==> src/rtl/imem_fetch_ctrl.sv <==
`timescale 1ns/1ps
`default_nettype none
// ============================================================================
// Module   : imem_fetch_ctrl
// Purpose  : Boot loader and IF-stage sequencer for a single-port,
//            synchronous-read instruction memory.
// Options  : FETCH_COUNT_EN - enables the delivered-instruction counter.
// Revision : 1.0 - initial release
// ============================================================================
module imem_fetch_ctrl #(
   parameter int          DEPTH    = 64,
   parameter int          AW       = 6,
   parameter logic [31:0] RESET_PC = 32'h0000_0000
) (
   input  logic          clk,
   input  logic          rst,
   input  logic          load_start,
   input  logic          run_start,
   input  logic          ld_valid,
   output logic          ld_ready,
   input  logic [31:0]   ld_data,
   input  logic          ld_last,
   output logic          ld_overflow,
   input  logic          halt_req,
   input  logic          stall,
   input  logic          br_taken,
   input  logic [31:0]   br_target,
   output logic          mem_en,
   output logic          mem_we,
   output logic [AW-1:0] mem_addr,
   output logic [31:0]   mem_wdata,
   input  logic [31:0]   mem_rdata,
   output logic          if_valid,
   output logic [31:0]   if_instr,
   output logic [31:0]   if_pc,
   output logic [1:0]    state_o,
   output logic [31:0]   fetch_count
);

   typedef enum logic [1:0] {
      S_IDLE = 2'd0,
      S_LOAD = 2'd1,
      S_RUN  = 2'd2,
      S_HALT = 2'd3
   } state_t;

   localparam logic [31:0] c_DEPTH     = 32'(DEPTH);
   localparam logic [AW:0] c_DEPTH_PTR = (AW+1)'(DEPTH);

   state_t      r_state;
   logic [31:0] r_pc;
   logic [AW:0] r_ptr;
   logic        r_ovf;
   logic        r_if_valid;
   logic [31:0] r_if_pc;
   logic [31:0] r_hold;
   logic        r_fresh;
   logic        r_oor;

   logic        w_load;
   logic        w_run;
   logic        w_accept;
   logic        w_room;
   logic        w_wr;
   logic        w_issue;
   logic [31:0] w_fetch_pc;
   logic        w_in_range;
   logic        w_rd;
   logic [31:0] w_cur_instr;
   logic        w_unused;

   assign w_load      = (r_state == S_LOAD);
   assign w_run       = (r_state == S_RUN);
   assign w_accept    = w_load && ld_valid;
   assign w_room      = (r_ptr < c_DEPTH_PTR);
   assign w_wr        = w_accept && w_room;
   assign w_issue     = w_run && !halt_req && (br_taken || !stall);
   assign w_fetch_pc  = br_taken ? {br_target[31:2], 2'b00} : r_pc;
   assign w_in_range  = ({2'b00, w_fetch_pc[31:2]} < c_DEPTH);
   assign w_rd        = w_issue && w_in_range;
   // Fresh data comes straight from memory; after the first stall cycle the
   // captured copy is shown so memory activity cannot disturb the output.
   assign w_cur_instr = r_fresh ? (r_oor ? 32'h0 : mem_rdata) : r_hold;
   assign w_unused    = ^br_target[1:0];

   assign mem_en      = w_wr || w_rd;
   assign mem_we      = w_wr;
   assign mem_addr    = w_load ? r_ptr[AW-1:0] : w_fetch_pc[AW+1:2];
   assign mem_wdata   = w_load ? ld_data : 32'h0;
   assign ld_ready    = w_load;
   assign ld_overflow = r_ovf;
   assign if_valid    = r_if_valid;
   assign if_pc       = r_if_pc;
   assign if_instr    = w_cur_instr;
   assign state_o     = r_state;

   always_ff @(posedge clk or posedge rst) begin
      if (rst) begin
         r_state    <= S_IDLE;
         r_pc       <= RESET_PC;
         r_ptr      <= '0;
         r_ovf      <= 1'b0;
         r_if_valid <= 1'b0;
         r_if_pc    <= 32'h0;
         r_hold     <= 32'h0;
         r_fresh    <= 1'b0;
         r_oor      <= 1'b0;
      end else begin
         case (r_state)
            S_IDLE: begin
               if (load_start) begin
                  r_state <= S_LOAD;
               end else if (run_start) begin
                  r_state <= S_RUN;
                  r_pc    <= RESET_PC;
               end
            end
            S_LOAD: begin
               if (w_accept) begin
                  if (w_room) r_ptr <= r_ptr + 1'b1;
                  else        r_ovf <= 1'b1;
                  if (ld_last) begin
                     r_state <= S_RUN;
                     r_pc    <= RESET_PC;
                     r_ptr   <= '0;
                  end
               end
            end
            S_RUN: begin
               if (halt_req) begin
                  r_state    <= S_HALT;
                  r_if_valid <= 1'b0;
               end else if (w_issue) begin
                  r_if_valid <= 1'b1;
                  r_if_pc    <= w_fetch_pc;
                  r_oor      <= !w_in_range;
                  r_fresh    <= 1'b1;
                  r_pc       <= w_fetch_pc + 32'd4;
               end else if (r_fresh) begin
                  r_hold  <= w_cur_instr;
                  r_fresh <= 1'b0;
               end
            end
            default: begin
            end
         endcase
      end
   end

`ifdef FETCH_COUNT_EN
   logic [31:0] r_fetch_count;

   always_ff @(posedge clk or posedge rst) begin
      if (rst)                        r_fetch_count <= 32'h0;
      else if (r_if_valid && !stall)  r_fetch_count <= r_fetch_count + 32'd1;
   end

   assign fetch_count = r_fetch_count;
`else
   assign fetch_count = 32'h0;
`endif

endmodule
`default_nettype wire

==> config.mk <==
export PLATFORM = sky130hd
export DESIGN_NAME = imem_fetch_ctrl
export DESIGN_NICKNAME = d
export VERILOG_FILES = /design/src/rtl/imem_fetch_ctrl.sv
export SDC_FILE = /design/constraint.sdc
export NUM_CORES = 1
export LEC_CHECK = 0
export CAP_MARGIN = 20
export CORE_MARGIN = 3
export CORE_UTILIZATION = 46
export DETAILED_ROUTE_END_ITERATION = 16
export PLACE_DENSITY = 0.82
export SLEW_MARGIN = 25
export SYNTH_ARGS = -nofsm -noshare
export SYNTH_HDL_FRONTEND = slang
export SYNTH_SLANG_ARGS = --single-unit
==> constraint.sdc <==
create_clock -name clk -period 4.4 [get_ports clk]
set_input_delay 0.66 -clock clk [delete_from_list [all_inputs] [get_ports clk]]
set_output_delay 0.66 -clock clk [all_outputs]
set_load 0.01 [all_outputs]
==> results of run 1 <==
-- critical path, delay by kind of cell --
family	cells	cell delay (ns)
AO/OA/AOI/OAI	2	0.30
buffers and inverters	3	1.45
AND/OR/NAND/NOR	2	0.38
-- cell families after synthesis --
| family | Yosys count | synth area share (%) |
|---|---|---|
| AND/OR/NAND/NOR | 280 | 21.0 |
| AO/OA/AOI/OAI | 164 | 14.3 |
| buffers and inverters | 115 | 8.44 |
| flip-flops | 109 | 39.7 |
| multiplexers | 74 | 11.7 |
| XOR/XNOR | 28 | 3.57 |
| adder cells (fa/ha/maj) | 6 | 1.09 |
| other | 1 | 0.0546 |
-- per-stage QoR --
| stage | cells | utilization, % |
|---|---|---|
| 5_1_grt | 1157 | 63.7 |
| 3_3_place_gp | 1141 | 61.7 |
| 4_1_cts | 1157 | 63.7 |
| 6_report | 1157 | 63.7 |
| 3_5_place_dp | 1141 | 61.7 |
| 2_1_floorplan | 808 | - |
-- flip-flops by register name, indices dropped and copies added (netlist names) --
| register | cells |
|---|---|
| r_fresh | 1 |
| r_hold | 32 |
| r_oor | 1 |
| state_o | 2 |
| ld_overflow | 1 |
| r_pc | 32 |
| if_valid | 1 |
| r_ptr | 7 |
| if_pc | 32 |
-- final cells by class --
cell class | count | share of cell area, %
Multi-Input combinational cell | 584 | 39.6
Sequential cell | 109 | 29.4
Timing Repair Buffer | 222 | 23.7
Clock buffer | 10 | 2.57
Tap cell | 184 | 2.48
Inverter | 42 | 1.72
Clock inverter | 6 | 0.498
-- power breakdown --
part / total [uW] / internal, uW / switching [uW]
Combinational: 1960 / 987 / 970
Clock: 797 / 403 / 394
Sequential: 1480 / 1270 / 209
-- metal layers --
| metal | vias to the layer above | wire (um) |
|---|---|---|
| met5 | - | 0 |
| met3 | 24 | 1210 |
| met2 | 238 | 9580 |
| li1 | 3032 | - |
| met1 | 2997 | 8230 |
| met4 | 0 | 294 |
-- cells in the mapped netlist (5+ instances only) --
cell,instances
nand3_1,25
buf_2,10
nor4_1,6
o21ai_0,58
and2_1,39
inv_1,42
nand4_1,8
and3_1,5
nand3b_1,16
a31oi_1,5
nand2_1,85
clkbuf_1,27
mux2_2,51
dfrtp_1,109
nand2b_1,5
xor2_1,17
nor3_1,17
o21ai_1,16
mux2i_1,23
ha_1,6
a22o_1,6
buf_4,32
xnor2_1,11
nor2_1,50
o22ai_1,6
a22oi_1,13
a21oi_1,38
-- worst max path at each step --
stage / startpoint / end / slack (ns) / depth (start not counted)
finish: br_taken / mem_en / 0.92 / 7
global route: br_taken / mem_en / 0.80 / 7
CTS: br_taken / mem_en / 0.93 / 7
detailed placement: br_taken / mem_en / 0.93 / 7
global placement: br_taken / mem_en / 0.94 / 7
floorplan: rst / if_pc[0] / 0.87 / 1
==> summary.md, run 1 <==
| Metric | Value |
|---|---|
| Status | complete, no violations |
| Period utilization | 79.0% |
| Initial antenna violation count | 0 |
| CTS clk-pin slew, worst paths | 0.07 ns |
| Sink Count | 109 |
| Chip Width | 128 um |
| Rel. slew slack | 41.4% |
| Register area | 2730 um^2 |
| Critical Path Sink Type | output port |
| Async S/R FF share, synth | 100% |
| Number of global-route vias before repair | 5,904 |
| Synth Area per Inst | 8.83 um^2 |
| Ant diodes | 0 |
| Detailed placement HPWL | 14,100 um |
| GRT Residual Overflow | 0 |
| Reg2reg path depth | 9 |
| Max cap viols | 0 |
| Synth Flop Type | dfrtp_1 |
| Hold endpoint | ld_overflow |
| Crit-path cells | buf_4, buf_4, a22oi_1, nor3_1, nand3_1, o21ai_1, clkdlybuf4s50_1 |
| Nets@finish | 1,079 |
| I/O Pins | 246 |
| Pre-CTS setup slack | 0.931 ns |
| WHS Path Cells | 1 |
| Final Wtd Congestion | 0.868 |
| Postcts setup bufs | 0 |
| Worst R2R End | r_pc[18] |
| Ys Warns | 0 |
| Post-DRT Antenna Nets | 0 |
| M1 GR Usage | 30.4% |
| CTS Buf Count | 9 |
| PwrDens | 456 nW/um^2 |
| Post_cts resized | 0 |
| DIE AREA | 16,400 um^2 |
| Via count | 6,291 |
| Count of state elements after synthesis | 109 |
| Worst Skew | 0.00903 ns |
| Busiest grt layer | met2 |
| Avg WL per Cell | 16.7 um |
| Multi-input combinational cell area | 3680 um^2 |
| Synth area leader | dfrtp_1 |
| Fin worst setup slack | 0.924 ns |
| Global-route wire length before repair | 30,800 um |
| Vias per Instance | 5.44 |
| Library cells used by synthesis | 56 |
| CP max FO | 52 |
| Final Instance Area | 9290 um^2 |
| Worst-Margin Slew | 0.857 ns |
| GRT met3 Usage | 3.83% |
| Placement Rows | 44 |
| Dominant cells by area after synthesis | dfrtp_1 40%, mux2_2 8.4%, nand2_1 4.6% |
| RSZ-0062 raised after global routing | false |
| FF-to-FF Start | state_o[0] |
| CP dominant cell by count | buf_4 |
| CTS tree | built |
| Synth top area share | 39.7% |
| Sequential area share after synthesis | 39.7% |
| # fillers | 1,255 |
| Total iterations of the first detailed-routing run | 5 |
| Share of cells above drive strength 1 | 9.46% |
| Synthesis-to-layout area growth | 35.4% |
| IR drop worst, VDD | 0.000266 V |
| TNS Setup | 0 ns |
| Setup-failing EPs final | 0 |
| Starting density of the core | 47.0% |
| Gr usage total | 23.2% |
| Slowest stage delay, CP | 0.57 ns |
| Drc violations | 0 |
| F_max | 0.288 GHz |
| I/O Buffers | 211 |
| Synth Instances | 777 |
| Drt total wl | 19,300 um |
| Most frequent cells in the layout | 210 x clkdlybuf4s50_1, 109 x dfrtp_1, 85 x nand2_1 |
| Core ar. | 14,600 um^2 |
| Worst hold start | ld_overflow |
| Clock Latency Late Sink | 0.36 ns |
| Placed cell area | 9000 um^2 |
| Cell area after synthesis | 6860 um^2 |
| Final Hold Fails | 0 |
| Reg2Reg Setup Slack | 1.69 ns |
| Most common library cell in the layout ignoring fill and taps | clkdlybuf4s50_1 |
| Clock Tree Buf Depth | 2 |
| CP arrival | 2.82 ns |
| GR Util met2 | 39.7% |
| Hold_ws | 0.470 ns |
| Cts hold-fix bufs | 0 |
| Crit start category | input port |
| Slowest cell on crit path | clkdlybuf4s50_1 |
| Die height | 128 um |
| Worst min path class | register to register |
| Setup Crit Path Kind | input port to output port |
| Slew Limit Fails | 0 |
| Largest net degree at the start of global routing | 68 |
| H-tree levels | 3 |
| Iter 0 DRT Violations | 344 |
| LEAKAGE | 0.00389 uW |
| Post-synth EDFFs | 0 |
| Crit path time final | 3.48 ns |
| CP required | 3.74 ns |
| Total Power | 4230 uW |
| CTS root buffer | clkbuf_16 |
No activity file was read; power rests on OpenSTA's default activity.
==> run 2: changes to the inputs <==
--- a/config.mk
+++ b/config.mk
@@ -7,9 +7,9 @@
 export LEC_CHECK = 0
 export CAP_MARGIN = 20
 export CORE_MARGIN = 3
-export CORE_UTILIZATION = 46
+export CORE_UTILIZATION = 41
 export DETAILED_ROUTE_END_ITERATION = 16
-export PLACE_DENSITY = 0.82
+export PLACE_DENSITY = 0.77
 export SLEW_MARGIN = 25
 export SYNTH_ARGS = -nofsm -noshare
 export SYNTH_HDL_FRONTEND = slang
==> constraint.sdc (replaced) <==
create_clock -name clk -period 2.82 [get_ports clk]
set_input_delay 0.423 -clock clk [delete_from_list [all_inputs] [get_ports clk]]
set_output_delay 0.423 -clock clk [all_outputs]
set_load 0.01 [all_outputs]
==> run 2 against run 1 <==
  * Largest power group unchanged
  * Clock-buffer cell count down 1
  * Critical path depth unchanged
  * Sequential power up 56%
  * First-iteration DRC count up 0.29%
==> summary.md, run 2 (synthesized netlist as in run 1, its figures left out) <==
| Metric | Value |
|---|---|
| Critical Path Sink Type | output port |
| Final Wtd Congestion | 0.886 |
| Nets@finish | 1,128 |
| # fillers | 1,346 |
| Hold_ws | 0.370 ns |
| Drc violations | 0 |
| Worst min path class | input port to register |
| Postcts setup bufs | 0 |
| Drt total wl | 19,700 um |
| Chip Width | 135 um |
| Setup-failing EPs final | 0 |
| GRT Residual Overflow | 0 |
| Register area | 2730 um^2 |
| Most common library cell in the layout ignoring fill and taps | clkdlybuf4s50_1 |
| Placement Rows | 46 |
| Synthesis-to-layout area growth | 42.4% |
| Setup Crit Path Kind | register to output port |
| Post-DRT Antenna Nets | 0 |
| Core ar. | 16,100 um^2 |
| Detailed placement HPWL | 14,900 um |
| DRT met1 WL | 8310 um |
| Clock Latency Late Sink | 0.36 ns |
| FF-to-FF Start | state_o[0] |
| RSZ-0062 raised after global routing | false |
| I/O Pins | 246 |
| IR drop worst, VDD | 0.000407 V |
| Initial antenna violation count | 0 |
| Final Hold Fails | 0 |
| Worst Skew | 0.0129 ns |
| Worst-Margin Slew | 0.975 ns |
| Cts hold-fix bufs | 0 |
| Number of global-route vias before repair | 6,165 |
| F_max | 0.387 GHz |
| Rel. slew slack | 33.3% |
| Status | complete, no violations |
| CP max FO | 6 |
| Global-route wire length before repair | 31,200 um |
| Die height | 135 um |
| WL met3 | 1270 um |
| Total iterations of the first detailed-routing run | 5 |
| PwrDens | 701 nW/um^2 |
| Vias per Instance | 5.20 |
| Crit path time final | 2.58 ns |
| I/O Buffers | 211 |
| Clock Tree Buf Depth | 2 |
| CTS tree | built |
| Crit start category | register |
| Reg2Reg Setup Slack | 0.52 ns |
| Share of cells above drive strength 1 | 14.1% |
| WHS Path Cells | 2 |
| Via count | 6,438 |
| CP required | 2.40 ns |
| Wire length on met2 | 9740 um |
| Period utilization | 91.6% |
| Worst hold start | br_taken |
| Avg WL per Cell | 15.9 um |
| TNS Setup | 0 ns |
| Max cap viols | 0 |
| Sink Count | 109 |
| CP arrival | 2.16 ns |
| Reg2reg path depth | 10 |
| Max layer used | met4 |
| Iter 0 DRT Violations | 345 |
| LEAKAGE | 0.00415 uW |
| Gr usage total | 21.2% |
| CTS root buffer | clkbuf_16 |
| H-tree levels | 3 |
| Starting density of the core | 42.6% |
| Hold endpoint | if_pc[1] |
| CTS clk-pin slew, worst paths | 0.07 ns |
| DIE AREA | 18,300 um^2 |
| Multi-input combinational cell area | 3680 um^2 |
| Slew Limit Fails | 0 |
| Worst R2R End | r_pc[23] |
| Most frequent cells in the layout | 209 x clkdlybuf4s50_1, 108 x dfrtp_1, 85 x nand2_1 |
| Ant diodes | 0 |
| Largest net degree at the start of global routing | 59 |
| CTS Buf Count | 9 |
-- run 2: per-layer routing --
layer	vias to the layer above	global-route usage, %
met2	218	36.5
met5	-	0
met4	0	7.11
li1	3136	-
met1	3056	26.8
met3	28	3.90
-- run 2: timing repair --
action                                 in CTS  in global routing
endpoints found under the hold margin       0                  0
pin swaps                                   1                  0
gates resized for setup                     1                  4
setup endpoints to repair                   1                  2
-- run 2: layout make-up --
| class | instances | area share [%] |
|---|---|---|
| clock buffers | 9 | 2.30 |
| clock inverters | 7 | 0.999 |
| inverters | 42 | 1.65 |
| multi-input cells | 584 | 37.7 |
| flip-flops and latches | 109 | 27.9 |
| well taps | 216 | 2.77 |
| repair buffers | 271 | 26.7 |
-- run 2: worst max-delay path, stage by stage, from the launching register on --
cell and delay, ns:
dfrtp_2 0.45, or4_1 0.50, nor2_1 0.10, a21oi_1 0.06, nor3_1 0.21, nand3_1 0.19
o21ai_1 0.13, clkbuf_2 0.16
-- run 2: power by group --
part           total, uW  internal, uW  switching (uW)
clock               1390           782             606
sequential          2310          1980             327
combinational       3160          1640            1520
total               6850          4400            2450
-- run 2: worst max-delay path by stage --
stage	startpoint	end	slack, ns	cells past startpoint
3_5_place_dp	br_target[19]	mem_en	-0.12	7
6_report	r_pc[27]	mem_en	0.24	7
4_1_cts	r_pc[27]	mem_en	0.08	7
5_1_grt	r_pc[27]	mem_en	0.09	7
2_1_floorplan	br_taken	r_pc[14]	0.01	11
3_3_place_gp	br_target[28]	mem_en	-0.09	8
-- run 2: metrics by stage --
stage / util [%] / std cells / worst slack [ns] / instance area (um^2) / power (uW)
after detailed placement: 58.6 / 1222 / -0.116 / 9450 / 5500
final: 60.6 / 1238 / 0.236 / 9770 / 6850
after global placement: 58.6 / 1222 / -0.0945 / 9450 / 5450
after global routing: 60.6 / 1238 / 0.0923 / 9770 / 7290
after floorplan: - / 808 / 0.0149 / 6980 / 3870
after CTS: 60.6 / 1238 / 0.0813 / 9770 / 6920
